<file path="src/rtl/bcd_counter.sv">
// ---------------------------------------------------------------------------
// bcd_counter
//   Multi-digit BCD counter with a prescaled count tick and a free-running,
//   time-multiplexed digit scanner that feeds a downstream bcd_deco.
//
//   Optional feature macro: BCD_COUNTER_DOWN_EN
//     defined   : DIR selects up (0) or down (1) counting on each tick.
//     undefined : DIR is ignored and the counter only counts up.
//
//   Ports
//     CLK      in  1          rising-edge clock
//     RST_N    in  1          asynchronous active-low reset
//     EN       in  1          count enable, gates the prescaler
//     CLR      in  1          synchronous clear (highest priority)
//     LOAD     in  1          synchronous load, digits >9 saturate to 9
//     LOAD_VAL in  4*DIGITS   load value, digit 0 in bits [3:0]
//     DIR      in  1          0 = up, 1 = down (macro build only)
//     VALUE    out 4*DIGITS   registered BCD count
//     NUM      out 4          VALUE digit at the current scan index
//     DIG_SEL  out DIGITS     active-low one-hot digit select
//     TC       out 1          one-cycle terminal-count pulse
// ---------------------------------------------------------------------------
module bcd_counter #(
   parameter int DIGITS   = 4,
   parameter int PRESCALE = 50000,
   parameter int SCAN_DIV = 1000
) (
   input  logic                  CLK,
   input  logic                  RST_N,
   input  logic                  EN,
   input  logic                  CLR,
   input  logic                  LOAD,
   input  logic [4*DIGITS-1:0]   LOAD_VAL,
   input  logic                  DIR,
   output logic [4*DIGITS-1:0]   VALUE,
   output logic [3:0]            NUM,
   output logic [DIGITS-1:0]     DIG_SEL,
   output logic                  TC
);

   localparam int VW = 4 * DIGITS;
   localparam int PW = (PRESCALE > 1) ? $clog2(PRESCALE) : 1;
   localparam int SW = (SCAN_DIV > 1) ? $clog2(SCAN_DIV) : 1;
   localparam int IW = (DIGITS > 1) ? $clog2(DIGITS) : 1;

   localparam logic [PW-1:0] PRE_MAX  = PW'(PRESCALE - 1);
   localparam logic [SW-1:0] SDIV_MAX = SW'(SCAN_DIV - 1);
   localparam logic [IW-1:0] IDX_MAX  = IW'(DIGITS - 1);
   localparam logic [VW-1:0] ALL_NINE = {DIGITS{4'h9}};
   localparam logic [DIGITS-1:0] SEL_ONE = DIGITS'(1'b1);

   // Clamp every loaded digit into the legal BCD range.
   function automatic logic [VW-1:0] sat_load(input logic [VW-1:0] v);
      logic [VW-1:0] r;
      r = '0;
      for (int i = 0; i < DIGITS; i++) begin
         r[4*i +: 4] = (v[4*i +: 4] > 4'd9) ? 4'd9 : v[4*i +: 4];
      end
      return r;
   endfunction

   // Ripple-carry BCD increment; 9 rolls to 0 and carries upward.
   function automatic logic [VW-1:0] bcd_inc(input logic [VW-1:0] v);
      logic [VW-1:0] r;
      logic          carry;
      r     = v;
      carry = 1'b1;
      for (int i = 0; i < DIGITS; i++) begin
         if (carry) begin
            if (v[4*i +: 4] == 4'd9) begin
               r[4*i +: 4] = 4'd0;
            end else begin
               r[4*i +: 4] = v[4*i +: 4] + 4'd1;
               carry       = 1'b0;
            end
         end else begin
            r[4*i +: 4] = v[4*i +: 4];
         end
      end
      return r;
   endfunction

`ifdef BCD_COUNTER_DOWN_EN
   // Ripple-borrow BCD decrement; 0 rolls to 9 and borrows upward.
   function automatic logic [VW-1:0] bcd_dec(input logic [VW-1:0] v);
      logic [VW-1:0] r;
      logic          borrow;
      r      = v;
      borrow = 1'b1;
      for (int i = 0; i < DIGITS; i++) begin
         if (borrow) begin
            if (v[4*i +: 4] == 4'd0) begin
               r[4*i +: 4] = 4'd9;
            end else begin
               r[4*i +: 4] = v[4*i +: 4] - 4'd1;
               borrow      = 1'b0;
            end
         end else begin
            r[4*i +: 4] = v[4*i +: 4];
         end
      end
      return r;
   endfunction
`endif

   logic [PW-1:0]     pre_r;
   logic [VW-1:0]     value_r;
   logic              tc_r;
   logic [SW-1:0]     sdiv_r;
   logic [IW-1:0]     idx_r;
   logic [DIGITS-1:0] dig_sel_r;

   logic              tick_s;
   logic [VW-1:0]     step_s;
   logic              wrap_s;
   logic [IW-1:0]     idx_next_s;
   logic [3:0]        num_s;

   assign tick_s = EN && (pre_r == PRE_MAX);

   // Next count on a tick, and whether that step wraps the whole counter.
   always_comb begin
      step_s = bcd_inc(value_r);
      wrap_s = (value_r == ALL_NINE);
`ifdef BCD_COUNTER_DOWN_EN
      if (DIR) begin
         step_s = bcd_dec(value_r);
         wrap_s = (value_r == {VW{1'b0}});
      end else begin
         step_s = bcd_inc(value_r);
         wrap_s = (value_r == ALL_NINE);
      end
`endif
   end

`ifndef BCD_COUNTER_DOWN_EN
   logic unused_dir_s;
   assign unused_dir_s = DIR;
`endif

   // Prescaler: restarts on clear/load, freezes while EN is low.
   always_ff @(posedge CLK or negedge RST_N) begin
      if (!RST_N) begin
         pre_r <= {PW{1'b0}};
      end else if (CLR || LOAD) begin
         pre_r <= {PW{1'b0}};
      end else if (EN) begin
         pre_r <= (pre_r == PRE_MAX) ? {PW{1'b0}} : pre_r + PW'(1'b1);
      end else begin
         pre_r <= pre_r;
      end
   end

   // Count register and terminal-count pulse; clear/load discard a tick.
   always_ff @(posedge CLK or negedge RST_N) begin
      if (!RST_N) begin
         value_r <= {VW{1'b0}};
         tc_r    <= 1'b0;
      end else if (CLR) begin
         value_r <= {VW{1'b0}};
         tc_r    <= 1'b0;
      end else if (LOAD) begin
         value_r <= sat_load(LOAD_VAL);
         tc_r    <= 1'b0;
      end else if (tick_s) begin
         value_r <= step_s;
         tc_r    <= wrap_s;
      end else begin
         value_r <= value_r;
         tc_r    <= 1'b0;
      end
   end

   // Scan index after the current divider cycle.
   always_comb begin
      if (sdiv_r == SDIV_MAX) begin
         idx_next_s = (idx_r == IDX_MAX) ? {IW{1'b0}} : idx_r + IW'(1'b1);
      end else begin
         idx_next_s = idx_r;
      end
   end

   // Free-running scanner; the select is registered alongside the index
   // so NUM (muxed from idx_r) and DIG_SEL always move on the same edge.
   always_ff @(posedge CLK or negedge RST_N) begin
      if (!RST_N) begin
         sdiv_r    <= {SW{1'b0}};
         idx_r     <= {IW{1'b0}};
         dig_sel_r <= ~SEL_ONE;
      end else begin
         sdiv_r    <= (sdiv_r == SDIV_MAX) ? {SW{1'b0}} : sdiv_r + SW'(1'b1);
         idx_r     <= idx_next_s;
         dig_sel_r <= ~(SEL_ONE << idx_next_s);
      end
   end

   // Digit mux for the decoder.
   always_comb begin
      num_s = 4'd0;
      for (int i = 0; i < DIGITS; i++) begin
         num_s = (idx_r == IW'(i)) ? value_r[4*i +: 4] : num_s;
      end
   end

   assign VALUE   = value_r;
   assign TC      = tc_r;
   assign DIG_SEL = dig_sel_r;
   assign NUM     = num_s;

endmodule

</file>
<file path="config.mk">
export PLATFORM = sky130hd
export DESIGN_NAME = bcd_counter
export DESIGN_NICKNAME = d
export VERILOG_FILES = /design/src/rtl/bcd_counter.sv
export SDC_FILE = /design/constraint.sdc
export NUM_CORES = 1
export LEC_CHECK = 0
export CAP_MARGIN = 20
export CORE_UTILIZATION = 51
export CTS_BUF_LIST = sky130_fd_sc_hd__clkbuf_2
export DETAILED_ROUTE_END_ITERATION = 8
export HOLD_SLACK_MARGIN = 0.02
export PLACE_DENSITY_LB_ADDON = 0.05
export RECOVER_POWER = 100
export SLEW_MARGIN = 20
export SYNTH_ARGS = -nofsm -noshare
export SYNTH_HDL_FRONTEND = slang
export SYNTH_SLANG_ARGS = --single-unit
</file>
<file path="constraint.sdc">
create_clock -name CLK -period 1.65 [get_ports CLK]
set_input_delay 0.33 -clock CLK [delete_from_list [all_inputs] [get_ports CLK]]
set_output_delay 0.33 -clock CLK [all_outputs]
set_load 0.02 [all_outputs]
</file>
# Yosys cells after proc, flatten, opt, wreduce, memory -nomap -nowiden
# Cells that the tools add are included.
[totals]
ff_bits = 49
latch_bits = 0
mem_bits_rw = 0
romBits = 0
out_inout_bits = 25
elab_cells = 75
mem_count = 0
[classes]
addsub = 7
n_mul = 0
div_mod_pow = 0
n_lt_le_gt_ge = 4
n_eq_ne = 10
shift = 1
n_mux = 32
bitwise_logic = 1
reduce_logical = 11
[ops]
columns = ["operator", "n"]
rows = [
  ["two-way mux 16 bit", 6],
  ["two-way mux 4 bit", 15],
  ["equality test 16 bit (second input constant)", 2],
  ["adder 16 x 1 -> 16 bit (second input constant)", 1],
  ["adder 4 x 1 -> 4 bit (second input constant)", 4],
  ["equality test 4 bit (second input constant)", 4],
  ["> comparator 4 bit (second input constant)", 4],
  ["nonzero test 3 bit", 4],
  ["adder 10 x 1 -> 10 bit (second input constant)", 1],
  ["equality test 10 bit (second input constant)", 1],
  ["two-way mux 10 bit", 1],
  ["two-way mux 1 bit", 8],
  ["AND reduction 2 bit", 3],
  ["equality test 2 bit (second input constant)", 2],
  ["two-way mux 2 bit", 2],
  ["NOT 4 bit", 1],
  ["left shift 1 x 2 -> 4 bit (first input constant)", 1],
  ["adder 2 x 1 -> 2 bit (second input constant)", 1],
  ["equality test 2 x 1 -> 1 bit (second input constant)", 1],
  ["zero test 2 bit", 1],
  ["nonzero test 2 bit", 1],
  ["logical AND 1 bit", 1],
  ["logical OR 1 bit", 1],
]

# Logic depth before layout (Yosys ltp)
# Gate-level depths: netlist of the first run.
[logic_depth]
word_depth = 8
ltp_mapped = 7
ltp_nobuf = 6

# Worst setup path after synthesis of the first run
# OpenSTA, ideal clock, no wires.
[synth_timing]
path_kind = "reg2out"
start = "reg idx_r[1]"
end = "out NUM[0]"
t_arrival_ns = 1.556
t_required_ns = 1.320
slack_ns = -0.236
stages_incl_launch_ff = 7
cell_sequence = "dfrtp_1 inv_1 ha_1 nand3b_1 a21oi_1 a21oi_1 o21ai_0"
[synth_via]
elab_chain_len = 5
[synth_rtl]
columns = ["element", "line", "source"]
rows = [
  ["start, declared", "110", "logic [IW-1:0] idx_r;"],
  ["start signal, assigned", "188", "idx_r <= {IW{1'b0}};"],
  ["start signal, assigned", "192", "idx_r <= idx_next_s;"],
  ["zero test 2 bit", "201", "num_s = (idx_r == IW'(i)) ? value_r[4*i +: 4] : num_s;"],
  ["two-way mux 4 bit (3 in a row)", "201", ""],
  ["two-way mux 4 bit (*)", "201", ""],
  ["end, declared", "36", "output logic [3:0] NUM,"],
]
# Every way passes the cells marked *; elsewhere a longest branch is shown, timed or not.

# Worst setup path after layout of the first run
[layout_timing]
start = "reg idx_r[0]"
end = "out NUM[2]"
# Same word-level chain as after synthesis.

==> results.tsv, run 1 <==
stage	metric	value	unit
run_status	outcome	complete, but fails checks	
run_status	violations	setup timing	
floorplanning	initial_core_util	53.07	%
setup_path	critPathArrivalTime	1.84	ns
setup_path	reg2regPathDepth	5	
clock_tree	cts_tree	built	
power_and_ir_drop	p_leak	2.053	nW
timing	rsz0062_at_grt	yes	
setup_path	startpoint	idx_r[0]$_DFF_PN0_	
final_layout	fin_cells	568	
timing	period_share	131.3	%
yosys	ys_seq_elements	49	
routing	ant_nets	0	
floorplanning	fp.dieH	80.72	um
routing	routed_wl	10120	um
floorplanning	design.die.area	0.006516	mm2
global_route	grt_pass1_vias	3079	
yosys	syn_avg_cell_area	9.108	um2
setup_path	reg2reg_from	pre_r[1]$_DFFE_PN0P_	
yosys	synth_async_sr_flop_share	100.0	%
global_route	grt_antenna_before_repair	0	
routing	wl_met1	3927	um
final_layout	multi_input_area	0.002157	mm2
clock_tree	cts_sinks	49	
final_layout	seq_area	0.001239	mm2
clock_tree	clk_pin_slew	0.28	ns
routing	post_drt_wl_per_cell	17.81	um
place	place_inst	534	
floorplanning	die_w	80.72	um
floorplanning	core_area	0.005956	mm2
yosys	synth_top_flop_cell	dfrtp_1	
yosys	synth-seq-area-share	38.92	%
setup_path	criticalPathCategory	flip-flop to output port	
timing	tns	-5.027	ns
clock_tree	max-clock-path-buffers	2	
final_layout	n_antenna_cell	0	
timing	fin_worst_skew	0.03673	ns
timing	slew_headroom	54.89	%
timing	hold_viol	0	
routing	drc	0	
place	dp_hpwl	6400	um
yosys	synth_area	0.003161	mm2
yosys	synth_top_area_cell	dfrtp_1	
timing	layout_setup_ws	-0.5163	ns
final_layout	drive_gt1_share	40.77	%
global_route	grt_util_all_layers	28.83	%
floorplanning	num_rows	28	
timing	hold_slack	0.1804	ns
yosys	synth_top_area_share	36.42	%
setup_path	end_kind	output port	
setup_path	crit_cells	6	
clock_tree	cts_buffers	5	
setup_path	path_delay_family	flip-flops	
global_route	grt_max_degree	48	
place	routabilityCongestion	0.8845	
global_route	grt_overflow_total	0	
place	portBuffers	45	
clock_tree	h-tree-depth	2	
routing	routed-wl-met2	5346	um
timing	setup-violations-final	27	
setup_path	slowest_delay	0.51	ns
routing	met3_length	428	um
final_layout	fin_util	80.23	%
power_and_ir_drop	p_per_area	499.1	mW/mm2
hold_path	hold_class	input port to async pin	
yosys	synth_warnings	0	
routing	vias	3366	
setup_path	required	1.32	ns
clock_tree	insertion_delay	0.45	ns
job	cap_violations	0	
routing	top_layer_used	met4	
setup_path	crit_path_cell_trace	ha_4, nand3b_1, a21oi_1, a21oi_1, o21ai_2, buf_4	
routing	drt_iter0_drc	213	
global_route	grt_pass1_wl	14200	um
yosys	synth_edf_count	0	
floorplanning	io_pins	47	
setup_path	worst_path_most_repeated_cell	a21oi_1	
setup_path	crit_buf_inv	1	
final_layout	layout_common_cells	buf_4, dfrtp_1, nand2_1	
yosys	ys_types	61	
yosys	yosys-top-cells-area	dfrtp_1, ha_1, nand2_1, a21oi_1, nor2_1	
final_layout	num-fill-cells	395	
final_layout	syn2layout_area_growth	51.19	%
routing	vias_per_cell	5.926	
timing	finalMaxSlewViolations	0	
setup_path	cpMaxStageDelayCell	dfrtp_2	
timing	timing.fmax	0.4616	GHz
setup_path	critPathLaunchType	flip-flop	
timing	max_slew.worst_pin.slew	0.6766	ns
yosys	syn_nets	383	
power_and_ir_drop	ir_worst_vdd	0.3760	mV
setup_path	worstPathMaxFanout	8	
final_layout	nets	528	
timing	fin_crit	2.166	ns
final_layout	final_common_cell	buf_4	
routing	first_pass_iters	4	
clock_tree	cts_root_buf	clkbuf_2	
yosys	synthCells	347	
-- path summary, 6_finish.rpt --
path | endpoint | slack [ns]
max | NUM[2] | -0.52
min | VALUE[5]$_DFFE_PN0P_ | 0.18
max reg2reg | pre_r[14]$_DFFE_PN0P_ | -0.27
min reg2reg | sdiv_r[0]$_DFF_PN0_ | 0.48
max in group asynchronous | VALUE[9]$_DFFE_PN0P_ | 0.52
min in group CLK | sdiv_r[0]$_DFF_PN0_ | 0.48
-- state kept, by name, summed over array words and instances, names as in the netlist --
signal	cells
DIG_SEL	4
idx_r	2
TC	1
sdiv_r	10
VALUE	16
pre_r	16
-- area by class of cell --
| type | instances | share of cell area, % |
|---|---|---|
| multi-input combinational | 271 | 45.14 |
| sequential | 49 | 25.92 |
| timing repair buffer | 151 | 24.93 |
| tap | 75 | 1.964 |
| inverter | 14 | 1.100 |
| clock buffer | 6 | 0.6284 |
| clock inverter | 2 | 0.3142 |
-- Yosys cell counts (all sizes together), types with 7 or more instances --
master and instances:
o21ai 16, nand3 11, a21oi 20, a31oi 7, nand2 35, nor2 25
xnor2 9, nand3b 10, xor2 9, dfrtp 46, inv 14, ha 14
or3 7, nor3 8, clkbuf 10, nand4 10
-- metrics by stage --
stage / area, um2 / total power [mW] / worst slack [ns]
after floorplan: 3229 / 1.535 / -0.08264
after global placement: 4319 / 1.835 / -0.4251
after detailed placement: 4319 / 1.845 / -0.4883
after CTS: 4653 / 2.376 / -0.4686
after global routing: 4778 / 2.491 / -0.5978
final: 4778 / 2.385 / -0.5163
-- repair_timing --
| item | CTS | global route |
|---|---|---|
| setup endpoints to repair | 44 | 48 |
| endpoints found under the hold margin | 46 | 0 |
| buffers inserted | 15 | 10 |
| hold buffers | 1 | 0 |
| pin swaps | 21 | 23 |
| cloned | 1 | 1 |
| resized for setup | 119 | 54 |
-- cells by family after synthesis --
logic type | Yosys count | share of synthesized area [%]
AO/OA/AOI/OAI | 77 | 16.11
XOR/XNOR | 18 | 4.988
adder cells (fa/ha/maj) | 14 | 5.542
buffers and inverters | 28 | 3.642
flip-flops | 49 | 38.92
multiplexers | 7 | 2.454
AND/OR/NAND/NOR | 154 | 28.35
-- power by group --
group	switching, mW	internal, mW
logic	0.318	0.294
registers	0.0266	1.24
clock network	0.400	0.109
-- per-layer routing --
layer  vias to the layer above  global-route usage [%]
met1                      1638                   33.29
met5                         -                       0
met4                         0                   12.14
met2                       119                   52.71
met3                        39                   4.318
li1                       1570                       -
No activity file was read; power rests on OpenSTA's default activity.
==> run 2: changes to the inputs <==
CELL_PAD_IN_SITES_DETAIL_PLACEMENT = 0   (was not set)
CELL_PAD_IN_SITES_GLOBAL_PLACEMENT = 1   (was not set)
CORE_UTILIZATION = 39   (was 51)
SLEW_MARGIN = not set   (was 20)
==> run 2 against run 1 <==
  * Via count decreased by 3.1%
  * Largest power group unchanged
  * First-iteration DRC count decreased by 51%
  * Worst setup slack improved by 0.028 ns
  * Total power up 2.6%
  * Critical path type unchanged
  * The flow still finishes with violations (setup timing)
==> results.tsv, run 2 (same netlist as run 1, synthesis figures left out) <==
stage	metric	value	unit
global_route	grt_pass1_wl	15550	um
setup_path	slowest_delay	0.50	ns
timing	finalMaxSlewViolations	0	
final_layout	fin_util	64.13	%
floorplanning	fp.dieH	92.02	um
timing	max_slew.worst_pin.slew	0.9538	ns
floorplanning	core_area	0.007767	mm2
setup_path	critPathLaunchType	flip-flop	
routing	routed_wl	9649	um
timing	rsz0062_at_grt	yes	
timing	hold_viol	0	
setup_path	criticalPathCategory	flip-flop to output port	
place	portBuffers	45	
floorplanning	io_pins	47	
power_and_ir_drop	p_per_area	491.2	mW/mm2
clock_tree	cts_buffers	5	
setup_path	reg2regPathDepth	7	
place	dp_hpwl	6655	um
clock_tree	clk_pin_slew	0.28	ns
clock_tree	insertion_delay	0.46	ns
final_layout	layout_common_cells	buf_4, dfrtp_1, nand2_1	
setup_path	crit_buf_inv	1	
routing	vias_per_cell	5.390	
setup_path	end_kind	output port	
power_and_ir_drop	ir_worst_vdd	0.2638	mV
timing	period_share	129.6	%
floorplanning	initial_core_util	40.69	%
place	routabilityCongestion	0.8127	
clock_tree	h-tree-depth	2	
timing	layout_setup_ws	-0.4878	ns
timing	setup-violations-final	23	
setup_path	startpoint	idx_r[0]$_DFF_PN0_	
routing	drc	0	
setup_path	path_delay_family	flip-flops	
clock_tree	max-clock-path-buffers	2	
routing	post_drt_wl_per_cell	15.95	um
setup_path	cpMaxStageDelayCell	dfrtp_1	
run_status	outcome	complete, but fails checks	
final_layout	syn2layout_area_growth	57.60	%
floorplanning	die_w	92.02	um
final_layout	nets	538	
global_route	grt_util_all_layers	23.52	%
timing	fin_crit	2.138	ns
setup_path	crit_cells	6	
setup_path	worst_path_most_repeated_cell	a21oi_1	
setup_path	crit_path_cell_trace	ha_4, nand3b_1, a21oi_1, a21oi_1, o21ai_1, buf_4	
job	cap_violations	0	
global_route	grt_overflow_total	0	
global_route	grt_max_degree	29	
setup_path	worstPathMaxFanout	8	
final_layout	final_common_cell	buf_4	
setup_path	required	1.32	ns
timing	fin_worst_skew	0.02499	ns
place	place_ws	-0.5030	ns
routing	first_pass_iters	4	
timing	timing.fmax	0.4678	GHz
global_route	grt_pass1_vias	3245	
timing	slew_headroom	36.41	%
global_route	grt_antenna_before_repair	0	
clock_tree	cts_tree	built	
final_layout	n_antenna_cell	0	
setup_path	critPathArrivalTime	1.81	ns
setup_path	reg2reg_from	VALUE[5]$_DFFE_PN0P_	
routing	vias	3261	
final_layout	multi_input_area	0.002167	mm2
run_status	violations	setup timing	
routing	ant_nets	0	
final_layout	num-fill-cells	668	
routing	drt_iter0_drc	104	
hold_path	hold_class	input port to async pin	
power_and_ir_drop	p_leak	2.162	nW
floorplanning	num_rows	32	
timing	tns	-4.619	ns
final_layout	drive_gt1_share	42.35	%
final_layout	seq_area	0.001240	mm2
clock_tree	cts_root_buf	clkbuf_2	
clock_tree	cts_sinks	49	
floorplanning	design.die.area	0.008468	mm2
==> run 2: worst paths after layout <==
path,end,slack [ns]
min in group CLK,sdiv_r[0]$_DFF_PN0_,0.48
worst max register to register,VALUE[15]$_DFFE_PN0P_,-0.24
worst max-delay path,NUM[0],-0.49
worst min-delay path,VALUE[15]$_DFFE_PN0P_,0.48
max in group asynchronous,VALUE[9]$_DFFE_PN0P_,0.10
worst min register to register,sdiv_r[0]$_DFF_PN0_,0.48
==> run 2: cell type report <==
type                            instances  area share (%)
Clock inverter                          3          0.4521
Inverter                               14           1.105
Sequential cell                        49           24.89
Clock buffer                            5          0.5024
Multi-Input combinational cell        271           43.51
Tap cell                              102           2.562
Timing Repair Buffer                  161           26.98
==> run 2: worst register-to-register path, stage by stage, from the launching register on <==
cell	delay [ns]
dfrtp_2	0.48
buf_6	0.13
inv_4	0.05
ha_4	0.11
and3b_2	0.24
nand4_1	0.23
or2_1	0.34
o311ai_2	0.26
==> run 2: repair_timing <==
action,CTS,global route
cloned,1,0
endpoints found under the hold margin,14,0
pin swaps,25,34
setup buffers,25,15
hold buffers,1,0
resized for setup,143,53
endpoints found under the setup margin,44,41
==> run 2: per-layer routing <==
layer / track usage [%] / vias to the layer above / wire (um)
li1: - / 1586 / -
met1: 28.87 / 1586 / 4155
met2: 41.79 / 68 / 4908
met3: 2.985 / 21 / 304
met4: 8.984 / 0 / 280
met5: 0 / - / 0
==> run 2: power breakdown <==
group,total (mW),switching [mW],internal (mW)
combinational,0.649,0.320,0.328
clock,0.533,0.424,0.109
sequential,1.27,0.0270,1.24
==> run 2: stage by stage <==
stage	power, mW	cells	instance area, um2	hold WS [ns]
after floorplan	1.535	347	3229	0.03441
after global placement	1.851	565	4383	0.2828
after detailed placement	1.855	565	4383	0.2892
after CTS	2.454	598	4803	0.2715
after global routing	2.574	605	4981	0.5057
final	2.447	605	4981	0.4797
